`src/rtl/pipe_decode_ctrl.sv`:
```
// Registered ID stage: decodes opcode/rt/funct into the EX control bundle and
// sequences multi-cycle HI/LO multiply/divide operations.
`ifndef PIPE_DECODE_CTRL_DEFS
`define PIPE_DECODE_CTRL_DEFS
`define WTG_OP_BIT        3
`define WTG_OP_J32        3'd0
`define WTG_OP_J26        3'd1
`define WTG_OP_BEQ        3'd2
`define WTG_OP_BNE        3'd3
`define WTG_OP_BLEZ       3'd4
`define WTG_OP_BGTZ       3'd5
`define WTG_OP_BLTZ       3'd6
`define WTG_OP_BGEZ       3'd7
`define ALU_OP_BIT        4
`define ALU_OP_ADD        4'd0
`define ALU_OP_SUB        4'd1
`define ALU_OP_AND        4'd2
`define ALU_OP_OR         4'd3
`define ALU_OP_XOR        4'd4
`define ALU_OP_NOR        4'd5
`define ALU_OP_SLT        4'd6
`define ALU_OP_SLTU       4'd7
`define ALU_OP_SLL        4'd8
`define ALU_OP_SRL        4'd9
`define ALU_OP_SRA        4'd10
`define ALU_OP_SLLV       4'd11
`define ALU_OP_SRLV       4'd12
`define ALU_OP_SRAV       4'd13
`define ALU_OP_LUI        4'd14
`define DM_OP_BIT         3
`define DM_OP_WD          3'd0
`define DM_OP_SB          3'd1
`define DM_OP_SH          3'd2
`define DM_OP_UB          3'd3
`define DM_OP_UH          3'd4
`define MUX_RF_REQW_BIT   2
`define MUX_RF_REQW_RT    2'd0
`define MUX_RF_REQW_RD    2'd1
`define MUX_RF_REQW_31    2'd2
`define MUX_RF_DATAW_BIT  2
`define MUX_RF_DATAW_ALU  2'd0
`define MUX_RF_DATAW_DM   2'd1
`define MUX_RF_DATAW_PC4  2'd2
`define MUX_ALU_DATAY_BIT 2
`define MUX_ALU_DATAY_RFB  2'd0
`define MUX_ALU_DATAY_EXTS 2'd1
`define MUX_ALU_DATAY_EXTZ 2'd2
`endif

// MDU sequencer states
//   state | meaning
//   IDLE  | no mult/div in flight, HI/LO instructions pass freely
//   RUN   | mult/div in flight, cnt counts down to the last busy cycle
module pipe_decode_ctrl #(
  parameter int MUL_LAT = 3,
  parameter int DIV_LAT = 32,
  parameter int CNT_W   = 6
) (
  input  logic                            clk,
  input  logic                            rst,
  input  logic                            in_valid,
  output logic                            in_ready,
  input  logic [5:0]                      opcode,
  input  logic [4:0]                      rt,
  input  logic [5:0]                      funct,
  input  logic                            stall,
  input  logic                            flush,
  output logic                            out_valid,
  output logic [`WTG_OP_BIT-1:0]          op_wtg,
  output logic [`ALU_OP_BIT-1:0]          op_alu,
  output logic [`DM_OP_BIT-1:0]           op_datamem,
  output logic                            w_en_regfile,
  output logic                            w_en_datamem,
  output logic                            syscall_en,
  output logic                            is_jump,
  output logic                            is_branch,
  output logic [`MUX_RF_REQW_BIT-1:0]     mux_regfile_req_w,
  output logic [`MUX_RF_DATAW_BIT-1:0]    mux_regfile_data_w,
  output logic [`MUX_ALU_DATAY_BIT-1:0]   mux_alu_data_y,
  output logic                            mdu_start,
  output logic [1:0]                      mdu_op,
  output logic [1:0]                      hilo_rd,
  output logic [1:0]                      hilo_wr,
  output logic                            mdu_busy,
  output logic                            illegal_inst
);

  localparam logic [0:0] S_IDLE = 1'b0;
  localparam logic [0:0] S_RUN  = 1'b1;

  localparam logic [CNT_W-1:0] MUL_CNT = CNT_W'(MUL_LAT - 1);
  localparam logic [CNT_W-1:0] DIV_CNT = CNT_W'(DIV_LAT - 1);

  localparam logic [5:0] OP_RTYPE = 6'b000000, OP_REGIMM = 6'b000001,
                         OP_J     = 6'b000010, OP_JAL    = 6'b000011,
                         OP_BEQ   = 6'b000100, OP_BNE    = 6'b000101,
                         OP_BLEZ  = 6'b000110, OP_BGTZ   = 6'b000111,
                         OP_ADDI  = 6'b001000, OP_ADDIU  = 6'b001001,
                         OP_SLTI  = 6'b001010, OP_SLTIU  = 6'b001011,
                         OP_ANDI  = 6'b001100, OP_ORI    = 6'b001101,
                         OP_XORI  = 6'b001110, OP_LUI    = 6'b001111,
                         OP_LB    = 6'b100000, OP_LH     = 6'b100001,
                         OP_LW    = 6'b100011, OP_LBU    = 6'b100100,
                         OP_LHU   = 6'b100101, OP_SB     = 6'b101000,
                         OP_SH    = 6'b101001, OP_SW     = 6'b101011;

  localparam logic [5:0] F_SLL  = 6'b000000, F_SRL   = 6'b000010,
                         F_SRA  = 6'b000011, F_SLLV  = 6'b000100,
                         F_SRLV = 6'b000110, F_SRAV  = 6'b000111,
                         F_JR   = 6'b001000, F_SYSC  = 6'b001100,
                         F_MFHI = 6'b010000, F_MTHI  = 6'b010001,
                         F_MFLO = 6'b010010, F_MTLO  = 6'b010011,
                         F_MULT = 6'b011000, F_MULTU = 6'b011001,
                         F_DIV  = 6'b011010, F_DIVU  = 6'b011011,
                         F_ADD  = 6'b100000, F_ADDU  = 6'b100001,
                         F_SUB  = 6'b100010, F_SUBU  = 6'b100011,
                         F_AND  = 6'b100100, F_OR    = 6'b100101,
                         F_XOR  = 6'b100110, F_NOR   = 6'b100111,
                         F_SLT  = 6'b101010, F_SLTU  = 6'b101011;

  logic             state;
  logic [CNT_W-1:0] cnt;
  logic             hazard;
  logic             load;
  logic             unused_rt;

  logic [`WTG_OP_BIT-1:0]        d_wtg;
  logic [`ALU_OP_BIT-1:0]        d_alu;
  logic [`DM_OP_BIT-1:0]         d_dm;
  logic                          d_wrf, d_wdm, d_sys, d_jmp, d_br, d_ill, d_mstart;
  logic [`MUX_RF_REQW_BIT-1:0]   d_reqw;
  logic [`MUX_RF_DATAW_BIT-1:0]  d_dataw;
  logic [`MUX_ALU_DATAY_BIT-1:0] d_datay;
  logic [1:0]                    d_mop, d_hrd, d_hwr;

  assign unused_rt = ^rt[4:1];

  always_comb begin
    d_wtg    = `WTG_OP_J32;
    d_alu    = `ALU_OP_AND;
    d_dm     = `DM_OP_WD;
    d_wrf    = 1'b1;
    d_wdm    = 1'b0;
    d_sys    = 1'b0;
    d_jmp    = 1'b0;
    d_br     = 1'b0;
    d_ill    = 1'b0;
    d_mstart = 1'b0;
    d_reqw   = `MUX_RF_REQW_RT;
    d_dataw  = `MUX_RF_DATAW_ALU;
    d_datay  = `MUX_ALU_DATAY_EXTS;
    d_mop    = 2'd0;
    d_hrd    = 2'd0;
    d_hwr    = 2'd0;
    case (opcode)
      OP_RTYPE: begin
        d_reqw  = `MUX_RF_REQW_RD;
        d_datay = `MUX_ALU_DATAY_RFB;
        case (funct)
          F_SLL:         d_alu = `ALU_OP_SLL;
          F_SRL:         d_alu = `ALU_OP_SRL;
          F_SRA:         d_alu = `ALU_OP_SRA;
          F_SLLV:        d_alu = `ALU_OP_SLLV;
          F_SRLV:        d_alu = `ALU_OP_SRLV;
          F_SRAV:        d_alu = `ALU_OP_SRAV;
          F_ADD, F_ADDU: d_alu = `ALU_OP_ADD;
          F_SUB, F_SUBU: d_alu = `ALU_OP_SUB;
          F_AND:         d_alu = `ALU_OP_AND;
          F_OR:          d_alu = `ALU_OP_OR;
          F_XOR:         d_alu = `ALU_OP_XOR;
          F_NOR:         d_alu = `ALU_OP_NOR;
          F_SLT:         d_alu = `ALU_OP_SLT;
          F_SLTU:        d_alu = `ALU_OP_SLTU;
          F_JR:          begin d_jmp = 1'b1; d_wrf = 1'b0; end
          F_SYSC:        begin d_sys = 1'b1; d_wrf = 1'b0; end
          F_MFHI:        d_hrd = 2'd1;
          F_MFLO:        d_hrd = 2'd2;
          F_MTHI:        begin d_hwr = 2'd1; d_wrf = 1'b0; end
          F_MTLO:        begin d_hwr = 2'd2; d_wrf = 1'b0; end
          F_MULT, F_MULTU, F_DIV, F_DIVU: begin
            d_mstart = 1'b1;
            d_mop    = funct[1:0];
            d_wrf    = 1'b0;
          end
          default:       d_ill = 1'b1;
        endcase
      end
      OP_REGIMM: begin
        d_wtg = rt[0] ? `WTG_OP_BGEZ : `WTG_OP_BLTZ;
        d_br  = 1'b1;
        d_wrf = 1'b0;
      end
      OP_J:   begin d_wtg = `WTG_OP_J26; d_jmp = 1'b1; d_wrf = 1'b0; end
      OP_JAL: begin
        d_wtg   = `WTG_OP_J26;
        d_jmp   = 1'b1;
        d_reqw  = `MUX_RF_REQW_31;
        d_dataw = `MUX_RF_DATAW_PC4;
      end
      OP_BEQ:  begin d_wtg = `WTG_OP_BEQ;  d_br = 1'b1; d_wrf = 1'b0; end
      OP_BNE:  begin d_wtg = `WTG_OP_BNE;  d_br = 1'b1; d_wrf = 1'b0; end
      OP_BLEZ: begin d_wtg = `WTG_OP_BLEZ; d_br = 1'b1; d_wrf = 1'b0; end
      OP_BGTZ: begin d_wtg = `WTG_OP_BGTZ; d_br = 1'b1; d_wrf = 1'b0; end
      OP_ADDI, OP_ADDIU: d_alu = `ALU_OP_ADD;
      OP_SLTI:  d_alu = `ALU_OP_SLT;
      OP_SLTIU: d_alu = `ALU_OP_SLTU;
      OP_ANDI:  begin d_alu = `ALU_OP_AND; d_datay = `MUX_ALU_DATAY_EXTZ; end
      OP_ORI:   begin d_alu = `ALU_OP_OR;  d_datay = `MUX_ALU_DATAY_EXTZ; end
      OP_XORI:  begin d_alu = `ALU_OP_XOR; d_datay = `MUX_ALU_DATAY_EXTZ; end
      OP_LUI:   d_alu = `ALU_OP_LUI;
      OP_LB, OP_LH, OP_LW, OP_LBU, OP_LHU: begin
        d_alu   = `ALU_OP_ADD;
        d_dataw = `MUX_RF_DATAW_DM;
        case (opcode)
          OP_LB:   d_dm = `DM_OP_SB;
          OP_LH:   d_dm = `DM_OP_SH;
          OP_LBU:  d_dm = `DM_OP_UB;
          OP_LHU:  d_dm = `DM_OP_UH;
          default: d_dm = `DM_OP_WD;
        endcase
      end
      OP_SB, OP_SH, OP_SW: begin
        d_alu = `ALU_OP_ADD;
        d_wdm = 1'b1;
        d_wrf = 1'b0;
        case (opcode)
          OP_SB:   d_dm = `DM_OP_SB;
          OP_SH:   d_dm = `DM_OP_SH;
          default: d_dm = `DM_OP_WD;
        endcase
      end
      default: d_ill = 1'b1;
    endcase
    // Illegal encodings leave the bundle at its inert defaults so nothing downstream fires.
    if (d_ill) begin
      d_wtg   = `WTG_OP_J32;
      d_alu   = `ALU_OP_AND;
      d_dm    = `DM_OP_WD;
      d_reqw  = `MUX_RF_REQW_RT;
      d_dataw = `MUX_RF_DATAW_ALU;
      d_datay = `MUX_ALU_DATAY_EXTS;
      d_wrf   = 1'b0;
    end
  end

  assign hazard   = (state == S_RUN) && (opcode == OP_RTYPE) &&
                    ((funct[5:2] == 4'b0110) || (funct[5:2] == 4'b0100));
  assign in_ready = !stall && !hazard;
  assign load     = in_valid && in_ready && !flush;
  assign mdu_busy = (state == S_RUN);

  always_ff @(posedge clk) begin
    if (rst) begin
      state <= S_IDLE;
      cnt   <= '0;
    end else begin
      case (state)
        S_IDLE: if (load && d_mstart) begin
          state <= S_RUN;
          cnt   <= funct[1] ? DIV_CNT : MUL_CNT;
        end
        default: if (cnt == '0) state <= S_IDLE;
                 else cnt <= cnt - CNT_W'(1);
      endcase
    end
  end

  always_ff @(posedge clk) begin
    if (rst || flush || (!stall && !load)) begin
      out_valid          <= 1'b0;
      op_wtg             <= `WTG_OP_J32;
      op_alu             <= `ALU_OP_AND;
      op_datamem         <= `DM_OP_WD;
      w_en_regfile       <= 1'b0;
      w_en_datamem       <= 1'b0;
      syscall_en         <= 1'b0;
      is_jump            <= 1'b0;
      is_branch          <= 1'b0;
      mux_regfile_req_w  <= `MUX_RF_REQW_RT;
      mux_regfile_data_w <= `MUX_RF_DATAW_ALU;
      mux_alu_data_y     <= `MUX_ALU_DATAY_EXTS;
      mdu_start          <= 1'b0;
      mdu_op             <= 2'd0;
      hilo_rd            <= 2'd0;
      hilo_wr            <= 2'd0;
      illegal_inst       <= 1'b0;
    end else if (stall) begin
      mdu_start <= 1'b0;
    end else begin
      out_valid          <= 1'b1;
      op_wtg             <= d_wtg;
      op_alu             <= d_alu;
      op_datamem         <= d_dm;
      w_en_regfile       <= d_wrf;
      w_en_datamem       <= d_wdm;
      syscall_en         <= d_sys;
      is_jump            <= d_jmp;
      is_branch          <= d_br;
      mux_regfile_req_w  <= d_reqw;
      mux_regfile_data_w <= d_dataw;
      mux_alu_data_y     <= d_datay;
      mdu_start          <= d_mstart;
      mdu_op             <= d_mop;
      hilo_rd            <= d_hrd;
      hilo_wr            <= d_hwr;
      illegal_inst       <= d_ill;
    end
  end

endmodule

```
`config.mk`:
```
export PLATFORM = sky130hd
export DESIGN_NAME = pipe_decode_ctrl
export DESIGN_NICKNAME = d
export VERILOG_FILES = /design/src/rtl/pipe_decode_ctrl.sv
export SDC_FILE = /design/constraint.sdc
export NUM_CORES = 1
export LEC_CHECK = 0
export CELL_PAD_IN_SITES_DETAIL_PLACEMENT = 2
export CELL_PAD_IN_SITES_GLOBAL_PLACEMENT = 2
export CORE_ASPECT_RATIO = 1.75
export CORE_MARGIN = 2
export CORE_UTILIZATION = 30
export DETAILED_ROUTE_END_ITERATION = 8
export GPL_ROUTABILITY_DRIVEN = 0
export PLACE_DENSITY = 0.87
export REMOVE_ABC_BUFFERS = 1
export SLEW_MARGIN = 5
export SYNTH_ARGS = -nofsm -noshare
export SYNTH_HDL_FRONTEND = slang
export SYNTH_SLANG_ARGS = --single-unit
```
`constraint.sdc`:
```
create_clock -name clk -period 3.1 [get_ports clk]
set_input_delay 0.62 -clock clk [delete_from_list [all_inputs] [get_ports clk]]
set_output_delay 0.62 -clock clk [all_outputs]
set_load 0.005 [all_outputs]
```
==> impl_metrics.py, run 1 <==
metrics = {
    "run_status": {
        "outcome": "completed",
    },
    "power_and_ir_drop": {
        "p_sw_share_pct": 25.1,
        "power.internal_mw": 0.886,
        "power_mw": 1.18,
        "vdd_ir_drop_max_v": 0.000260,
        "p_seq_share_pct": 40.5,
        "combPwrFrac_pct": 13.9,
        "clock_power_share_pct": 45.6,
        "leakagePower_nw": 1.02,
        "p_switching_mw": 0.297,
        "power_density_nw_per_um2": 410,
    },
    "timing": {
        "setup_viol": 0,
        "rsz0062_at_grt": "false",
        "timing.final.hold_violations": 0,
        "timing.final.crit_share_pct": 92.6,
        "max_slew_margin_pct": 49.4,
        "period_minus_slack_ns": 2.87,
        "slew_violations": 0,
        "worstMarginPinSlew_ns": 0.749,
        "fin_tns_setup_ns": 0,
        "max_freq_mhz": 348,
        "finalClockSkew_ns": 0.00346,
    },
    "yosys": {
        "synth-seq-cells": 37,
        "syn_avg_cell_area_um2": 8.30,
        "yosysSeqAreaShare_pct": 34.3,
        "synth_edf_count": 0,
        "ys_dominant_reg_cell": "dfxtp_1",
        "syn_inst": 260,
        "yosysWarnings": 0,
        "synth_area_um2": 2160,
        "synth_cell_type_count": 63,
        "async_flop_share_pct": 0,
    },
    "min_path": {
        "worstHoldPathType": "register to register",
    },
    "layout": {
        "register_area_um2": 741,
        "diodes": 0,
        "n_fill_cell": 797,
        "fin_nets": 336,
        "multiInputGateArea_um2": 1200,
        "area_growth_pct": 33.6,
        "drive_above_1_share_pct": 13.4,
    },
    "route": {
        "vias_per_cell": 5.62,
        "route.detailed.drc": 0,
        "via_count": 2236,
        "drtIter0Drc": 96,
        "drt_wl_total_um": 8270,
        "wire_per_inst_um": 20.8,
        "drtPass1Iterations": 6,
        "postRouteAntennaNets": 0,
    },
    "grt": {
        "antenna_found_initial": 0,
        "grt_pass1_vias": 2541,
        "grt_pass1_wl_um": 13300,
        "track_usage_pct": 22.8,
        "grt.overflow.total": 0,
        "grt_max_degree": 19,
    },
    "critical_path": {
        "path_buf_inv": 2,
        "cp-start-kind": "primary input",
        "critPathMaxStageDelay_ns": 0.47,
        "crit_family": "buffers and inverters",
        "cp.arrival_ns": 2.25,
        "crit_required_ns": 2.48,
        "crit_top_cell": "clkdlybuf4s50_1",
        "path_max_fanout": 2,
        "cp-end-kind": "primary output",
        "path_cells": "clkdlybuf4s50_1, nor3_2, nand2_4, nor2_1, a21oi_1, clkdlybuf4s50_1",
        "crit_type": "primary input to primary output",
        "critPathSlowestCell": "clkdlybuf4s50_1",
    },
    "clocking": {
        "cts_buffers": 5,
        "cts.clk_slew.worst_paths_ns": 0.06,
        "holdBufCountCts": 0,
        "cts_tree": "done",
        "cts_max_level": 2,
        "cts_setup_buffers": 0,
        "clockBufferDepth": 2,
        "cts-root-buf": "clkbuf_16",
        "cts_resized": 0,
        "clk_latency_ns": 0.28,
        "clock-sinks": 37,
    },
    "floorplanning": {
        "dieArea_um2": 7920,
        "initial_core_util_pct": 31.3,
        "core_area_um2": 6910,
        "die_h_um": 116,
        "ios": 54,
        "die_w_um": 68.1,
        "row_count": 40,
    },
    "placement": {
        "port_buffers": 49,
        "dp_hpwl_um": 6080,
    },
    "run": {
        "maxCapViolCount": 0,
    },
}
## worst paths after layout
kind                                 from        end  slack [ns]  cells after the start
worst max register to register     cnt[0]     cnt[4]        1.25                      7
worst max-delay path            opcode[0]   in_ready        0.23                      6
worst min-delay path            out_valid  out_valid        0.46                      2
worst min register to register  out_valid  out_valid        0.46                      2
## cell families (layout without fill, tap and decap cells)
| logic type | Yosys count | in the layout | share of synthesized area (%) |
|---|---|---|---|
| AO/OA/AOI/OAI | 81 | 81 | 27.2 |
| XOR/XNOR | 2 | 2 | 0.812 |
| adder cells (fa/ha/maj) | 1 | 1 | 0.580 |
| buffers and inverters | 35 | 89 | 10.5 |
| flip-flops | 37 | 37 | 34.3 |
| multiplexers | 1 | 1 | 0.464 |
| AND/OR/NAND/NOR | 103 | 103 | 26.1 |
## worst reg2reg max path, stage by stage (launching register included)
cell	delay [ns]
dfxtp_1	0.37
inv_1	0.06
ha_1	0.21
nor2b_1	0.18
a31o_2	0.26
o31a_1	0.22
or2_2	0.34
a21oi_1	0.14
## sequential cells by signal, indices dropped and copies added, names as in the netlist, 2 cells and up
signal / cells
mux_alu_data_y: 2
hilo_wr: 2
op_wtg: 3
op_datamem: 3
cnt: 6
op_alu: 4
hilo_rd: 2
mux_regfile_data_w: 2
mux_regfile_req_w: 2
mdu_op: 2
## layout by cell type, fill, tap and decap left out, drive strengths merged, types with 5 or more instances in the layout
cell type	instances
a21oi	23
a31oi	6
a32o	7
buf	19
clkbuf	7
clkdlybuf4s50	49
dfxtp	37
inv	13
nand2	24
nand2b	6
nand3b	5
nor2	26
nor3	7
o21ai	13
or2	5
## power by group through the flow
| stage | Clock (mW) | Sequential, mW | Combinational (mW) |
|---|---|---|---|
| floorplan | 0 | 0.489 | 0.0575 |
| global placement | 0 | 0.489 | 0.152 |
| detailed placement | 0 | 0.489 | 0.160 |
| CTS | 0.553 | 0.479 | 0.164 |
| global route | 0.573 | 0.479 | 0.177 |
| finish | 0.539 | 0.479 | 0.164 |
## synth_stat cells (all sizes together), types with 2 or more instances
| master | n | share of area [%] |
|---|---|---|
| or2 | 5 | 1.4 |
| a22oi | 2 | 0.70 |
| a31oi | 6 | 1.7 |
| nand3b | 5 | 1.7 |
| nor3b | 3 | 1.0 |
| a31o | 2 | 1.2 |
| a32o | 7 | 3.2 |
| clkbuf | 11 | 3.8 |
| nand3 | 2 | 0.46 |
| dfxtp | 37 | 34 |
| a21o | 2 | 0.70 |
| inv | 13 | 2.3 |
| buf | 11 | 4.5 |
| a22o | 2 | 0.81 |
| a211oi | 3 | 1.6 |
| nor4 | 4 | 1.2 |
| nor3 | 7 | 2.4 |
| and2 | 2 | 0.58 |
| o221ai | 2 | 0.81 |
| and2b | 3 | 1.1 |
| o31ai | 2 | 0.70 |
| nand2 | 24 | 4.5 |
| a221oi | 3 | 1.5 |
| a21oi | 23 | 5.3 |
| nor4b | 3 | 1.2 |
| nand2b | 6 | 1.7 |
| nor2b | 4 | 1.2 |
| nand4 | 3 | 0.87 |
| a32oi | 4 | 1.6 |
| o21ai | 13 | 3.0 |
| nor2 | 26 | 4.5 |
## layer usage
| layer | track usage (%) | up-vias | part of all wire (%) |
|---|---|---|---|
| met5 | 0 | - | 0 |
| met3 | 4.14 | 19 | 3.2 |
| met4 | 11.1 | 0 | 3.3 |
| li1 | - | 1045 | - |
| met2 | 43.9 | 61 | 59 |
| met1 | 22.2 | 1111 | 35 |
## layout make-up
type / instances / share of cell area, %
clock buffer: 7 / 5.30
clock inverter: 1 / 0.174
inverter: 13 / 1.69
multi-input combinational: 188 / 41.5
sequential: 37 / 25.7
tap: 84 / 3.65
timing repair buffer: 68 / 22.0
## stage by stage
stage	worst slack (ns)	cells	area (um2)	util, %	hold WS (ns)
2_1_floorplan	0.516	238	1980	-	0.443
3_5_place_dp	0.163	390	2730	39.5	0.447
4_1_cts	0.205	398	2880	41.7	0.461
6_report	0.229	398	2880	41.7	0.457
3_3_place_gp	0.293	390	2730	39.5	0.438
5_1_grt	0.139	398	2880	41.7	0.479
Power figures use the tool's default switching activity.
==> run 2, diff against run 1 <==
--- a/config.mk
+++ b/config.mk
@@ -13,7 +13,9 @@
 export DETAILED_ROUTE_END_ITERATION = 8
 export GPL_ROUTABILITY_DRIVEN = 0
 export PLACE_DENSITY = 0.87
+export RECOVER_POWER = 25
 export REMOVE_ABC_BUFFERS = 1
+export SETUP_SLACK_MARGIN = 0.15
 export SLEW_MARGIN = 5
 export SYNTH_ARGS = -nofsm -noshare
 export SYNTH_HDL_FRONTEND = slang
==> run 2 against run 1 <==
  * Die area is the same
  * Clock-buffer cell count is the same
  * Cell count is the same
  * Sequential power is essentially flat
  * Worst hold slack lost 0.0040 ns
  * Maximum frequency grew 0.57%
  * Power grew 0.12%
  * Critical endpoint unchanged
  * Largest power group unchanged
==> impl_metrics.py, run 2 (synthesized netlist as in run 1, its figures left out) <==
metrics = {
    "timing": {
        "worstMarginPinSlew_ns": 0.747,
        "max_slew_margin_pct": 49.5,
        "timing.final.crit_share_pct": 92.1,
        "timing.final.hold_violations": 0,
        "worst_slack_ns": 0.245,
        "setup_viol": 0,
        "rsz0062_at_grt": "false",
        "period_minus_slack_ns": 2.86,
        "max_freq_mhz": 350,
        "slew_violations": 0,
        "fin_tns_setup_ns": 0,
        "hold_ws_ns": 0.453,
        "finalClockSkew_ns": 0.00276,
    },
    "floorplanning": {
        "ios": 54,
        "row_count": 40,
        "die_h_um": 116,
        "core_area_um2": 6910,
        "initial_core_util_pct": 31.3,
        "die_w_um": 68.1,
        "dieArea_um2": 7920,
    },
    "placement": {
        "port_buffers": 49,
        "place_ws_ns": 0.163,
        "dp_hpwl_um": 6080,
        "dpl_cell_area_um2": 2730,
    },
    "clocking": {
        "clockBufferDepth": 2,
        "clock-sinks": 37,
        "holdBufCountCts": 0,
        "clk_latency_ns": 0.28,
        "cts_buffers": 5,
        "cts.clk_slew.worst_paths_ns": 0.06,
        "cts_tree": "done",
        "cts-root-buf": "clkbuf_16",
        "cts_setup_buffers": 0,
        "cts_max_level": 2,
    },
    "grt": {
        "track_usage_pct": 22.8,
        "grt_max_degree": 19,
        "antenna_found_initial": 0,
        "grt_pass1_wl_um": 13300,
        "grt_pass1_vias": 2541,
        "grt.overflow.total": 0,
    },
    "power_and_ir_drop": {
        "power_density_nw_per_um2": 410,
        "vdd_ir_drop_max_v": 0.000260,
        "power_mw": 1.18,
        "p_sw_share_pct": 25.2,
        "clock_power_share_pct": 45.7,
        "p_seq_share_pct": 40.5,
        "leakagePower_nw": 1.08,
        "power.internal_mw": 0.885,
        "p_switching_mw": 0.298,
        "combPwrFrac_pct": 13.9,
    },
    "route": {
        "wire_per_inst_um": 20.7,
        "route.detailed.drc": 0,
        "drt_wl_total_um": 8250,
        "vias_per_cell": 5.59,
        "drtIter0Drc": 88,
        "postRouteAntennaNets": 0,
        "drtPass1Iterations": 6,
        "via_count": 2225,
    },
    "layout": {
        "drive_above_1_share_pct": 13.4,
        "fin_nets": 336,
        "top_regs": "cnt x6, op_alu x4",
        "largest-register": "cnt",
        "final_common_cell": "dfxtp_1",
        "diodes": 0,
        "fin_area_um2": 2890,
        "area_growth_pct": 33.9,
        "largest_reg_flops": 6,
        "final_cell_mix": "dfxtp_1, clkdlybuf4s50_1, nor2_1, a21oi_1, nand2_1",
    },
    "min_path": {
        "worstHoldPathType": "register to register",
        "min_path_cells": 2,
    },
    "run_status": {
        "outcome": "completed",
    },
    "run": {
        "maxCapViolCount": 0,
    },
    "critical_path": {
        "crit_required_ns": 2.48,
        "crit_type": "primary input to primary output",
        "cp-end-kind": "primary output",
        "cp.arrival_ns": 2.24,
        "path_max_fanout": 2,
        "cp-start-kind": "primary input",
        "reg2reg_depth": 7,
    },
}
-- run 2: changes by cell type in the layout (fill, tap and decap cells not counted), sizes merged --
cell,before,now
clkdlybuf4s50,49,32
dlygate4sd3,0,17
-- run 2: worst paths after layout --
check | start | end | slack, ns
max reg2reg | cnt[0] | cnt[4] | 1.25
max | opcode[3] | in_ready | 0.24
min reg2reg | out_valid | out_valid | 0.45
min | out_valid | out_valid | 0.45
-- run 2: metal layers --
metal | part of all wire [%] | up-vias | global-route usage, %
met5 | 0 | - | 0
met4 | 3.4 | 0 | 11.1
met3 | 3.1 | 19 | 4.14
met2 | 59 | 56 | 43.9
met1 | 35 | 1105 | 22.2
li1 | - | 1045 | -
-- run 2: stage by stage --
step | util (%) | cells
after floorplan | - | 238
after detailed placement | 39.5 | 390
after global routing | 41.8 | 398
final | 41.8 | 398
after global placement | 39.5 | 390
after CTS | 41.7 | 398
-- run 2: power groups by stage --
stage	clock (mW)	combinational, mW	sequential (mW)
6_report	0.540	0.164	0.479
5_1_grt	0.573	0.178	0.479
4_1_cts	0.553	0.164	0.479
3_5_place_dp	0	0.160	0.489
3_3_place_gp	0	0.152	0.489
2_1_floorplan	0	0.0575	0.489
-- run 2: final cells by class --
class                           count  area [um2]
Multi-Input combinational cell    188        1200
Timing Repair Buffer               68         633
Inverter                           13        48.8
Sequential cell                    37         741
Clock buffer                        7         153
Fill cell                         797        4020
Tap cell                           84         105
Clock inverter                      1        5.00
-- run 2: what timing repair did --
action	in CTS	in global routing
resized for setup	0	1
hold endpoints to repair	0	0
endpoints found under the setup margin	0	1
-- run 2: critical path, cell delays in order --
cell	delay (ns)
clkdlybuf4s50_1	0.46
nor3_4	0.28
nand2_4	0.07
nor2_1	0.21
a21oi_1	0.11
clkdlybuf4s50_1	0.47
==> run 3, diff against run 2 <==
--- a/config.mk
+++ b/config.mk
@@ -9,14 +9,14 @@
 export CELL_PAD_IN_SITES_GLOBAL_PLACEMENT = 2
 export CORE_ASPECT_RATIO = 1.75
 export CORE_MARGIN = 2
-export CORE_UTILIZATION = 30
+export CORE_UTILIZATION = 28
 export DETAILED_ROUTE_END_ITERATION = 8
 export GPL_ROUTABILITY_DRIVEN = 0
-export PLACE_DENSITY = 0.87
+export PLACE_DENSITY = 0.82
 export RECOVER_POWER = 25
 export REMOVE_ABC_BUFFERS = 1
 export SETUP_SLACK_MARGIN = 0.15
-export SLEW_MARGIN = 5
+export SLEW_MARGIN = 20
 export SYNTH_ARGS = -nofsm -noshare
 export SYNTH_HDL_FRONTEND = slang
 export SYNTH_SLANG_ARGS = --single-unit
==> constraint.sdc (replaced) <==
create_clock -name clk -period 2.8 [get_ports clk]
set_input_delay 0.56 -clock clk [delete_from_list [all_inputs] [get_ports clk]]
set_output_delay 0.56 -clock clk [all_outputs]
set_load 0.005 [all_outputs]
==> run 3 against run 2 <==
  * Die area is 6.8% higher
  * Via count is 0.58% higher
  * Cell count is 1.8% higher
  * Non-clock buffer count is 3 higher
  * Sequential share of layout area is 0.49 points lower
  * Clock skew is 0.0018 ns higher
  * Routed wire length is 2.6% lower
  * Clock-buffer cell count stayed put
  * Critical endpoint is now op_alu[2]
  * Worst setup slack better by 0.042 ns
  * First-iteration DRC count is 47% higher
  * Combinational power is 12% higher
==> impl_metrics.py, run 3 (synthesized netlist as in run 1, its figures left out) <==
metrics = {
    "run_status": {
        "outcome": "completed",
    },
    "critical_path": {
        "crit_required_ns": 3.00,
        "cp-start-kind": "primary input",
        "reg2reg_depth": 7,
        "critPathMaxStageDelay_ns": 0.52,
        "cp.arrival_ns": 2.71,
        "crit_path_end": "op_alu[2]",
        "cp-end-kind": "register",
        "cp-startpoint": "opcode[0]",
        "reg2reg_from": "cnt[0]",
        "path_max_fanout": 14,
        "reg2reg_slack_ns": 0.97,
        "r2r-end": "cnt[4]",
        "critPathSlowestCell": "clkdlybuf4s50_1",
        "path_cells": "clkdlybuf4s50_1, buf_4, nand2b_1, a21oi_1, a311o_2, a221o_1, a221oi_2",
        "crit_type": "primary input to register",
    },
    "route": {
        "drtPass1Iterations": 6,
        "via_count": 2238,
        "route.detailed.drc": 0,
        "vias_per_cell": 5.53,
        "postRouteAntennaNets": 0,
        "drt_wl_total_um": 8040,
        "wire_per_inst_um": 19.8,
        "drtIter0Drc": 129,
    },
    "power_and_ir_drop": {
        "power_density_nw_per_um2": 471,
        "vdd_ir_drop_max_v": 0.000292,
        "leakagePower_nw": 1.11,
    },
    "layout": {
        "top_regs": "cnt x6, op_alu x4",
        "largest_reg_flops": 6,
        "fin_nets": 339,
        "register_area_um2": 741,
        "multiInputGateArea_um2": 1210,
        "drive_above_1_share_pct": 14.5,
        "final_common_cell": "dfxtp_1",
        "fin_area_um2": 2950,
        "area_growth_pct": 36.5,
        "final_cell_mix": "dfxtp_1, clkdlybuf4s50_1, nor2_1, nand2_1",
        "diodes": 0,
        "n_fill_cell": 866,
        "largest-register": "cnt",
    },
    "grt": {
        "grt.overflow.total": 0,
        "track_usage_pct": 19.4,
        "grt_pass1_vias": 2471,
        "antenna_found_initial": 0,
        "grt_pass1_wl_um": 12900,
        "grt_max_degree": 21,
    },
    "timing": {
        "max_slew_margin_pct": 57.6,
        "max_freq_mhz": 398,
        "worstMarginPinSlew_ns": 0.628,
        "period_minus_slack_ns": 2.51,
        "fin_tns_setup_ns": 0,
        "rsz0062_at_grt": "false",
        "timing.final.hold_violations": 0,
        "timing.final.crit_share_pct": 89.8,
        "slew_violations": 0,
        "setup_viol": 0,
        "finalClockSkew_ns": 0.00454,
    },
    "clocking": {
        "cts_buffers": 5,
        "holdBufCountCts": 0,
        "cts_tree": "done",
        "cts.clk_slew.worst_paths_ns": 0.06,
        "clk_latency_ns": 0.29,
        "clockBufferDepth": 2,
        "cts_max_level": 2,
        "cts-root-buf": "clkbuf_16",
        "clock-sinks": 37,
    },
    "floorplanning": {
        "dieArea_um2": 8450,
        "die_w_um": 70.4,
        "die_h_um": 120,
        "core_area_um2": 7510,
        "row_count": 42,
        "ios": 54,
        "initial_core_util_pct": 28.7,
    },
    "placement": {
        "port_buffers": 49,
        "dp_hpwl_um": 5670,
        "dpl_cell_area_um2": 2740,
    },
    "run": {
        "maxCapViolCount": 0,
    },
    "min_path": {
        "worstHoldPathType": "register to register",
    },
}
==> run 3: changes by cell type in the layout (fill, tap and decap cells not counted) <==
| cell | change |
|---|---|
| buf_4 | +3 |
| a21oi_1 | -1 |
| a21oi_2 | +1 |
| bufinv_16 | +1 |
| clkbuf_1 | +1 |
| clkbuf_8 | -1 |
| clkdlybuf4s50_1 | -1 |
| clkinv_2 | -1 |
| dlymetal6s2s_1 | +1 |
| nor2_1 | -1 |
| nor2_4 | +1 |
==> run 3: cell type report <==
| cell class | count | area share [%] |
|---|---|---|
| Multi-Input combinational cell | 188 | 41.2 |
| Inverter | 13 | 1.66 |
| Timing Repair Buffer | 71 | 22.3 |
| Clock buffer | 7 | 4.84 |
| Clock inverter | 1 | 1.02 |
| Tap cell | 88 | 3.74 |
| Sequential cell | 37 | 25.1 |
==> run 3: worst min path at each step <==
stage              start   endpoint  cells after the start
2_1_floorplan     cnt[4]     cnt[4]                      2
3_3_place_gp   out_valid  out_valid                      2
3_5_place_dp   op_wtg[2]  op_wtg[2]                      1
4_1_cts        out_valid  out_valid                      2
5_1_grt        out_valid  out_valid                      2
6_report       out_valid  out_valid                      2
==> run 3: critical path, delay by kind of cell <==
kind	cells	cell delay (ns)
compound gates	4	1.23
simple gates	1	0.16
buf+inv	2	0.74
==> run 3: report_power, final <==
part           internal (mW)  leakage (nW)  switching [mW]
combinational         0.0764         0.726           0.108
sequential             0.529         0.298         0.00126
clock                  0.445        0.0841           0.229
==> run 3: through the flow <==
step / total power [mW] / hold WS, ns / setup WS, ns / utilization, % / std cells
final: 1.39 / 0.462 / 0.287 / 39.2 / 405
after floorplan: 0.605 / 0.443 / 0.276 / - / 238
after CTS: 1.40 / 0.478 / 0.151 / 39.0 / 404
after global placement: 0.713 / 0.445 / 0.101 / 36.4 / 395
after detailed placement: 0.718 / 0.463 / 0.0697 / 36.4 / 395
after global routing: 1.43 / 0.490 / 0.193 / 39.2 / 405
==> run 3: layer usage <==
metal / routed length (um) / track usage (%) / share of wire (%)
met1: 3090 / 20.4 / 38
met2: 4510 / 37.6 / 56
met3: 203 / 2.69 / 2.5
met4: 225 / 7.57 / 2.8
met5: 0 / 0 / 0
==> run 3: repair_timing <==
action                     CTS  global route
buffers inserted             1             1
setup endpoints to repair    1             1
pin swaps                    2             0
gates resized for setup      3             2
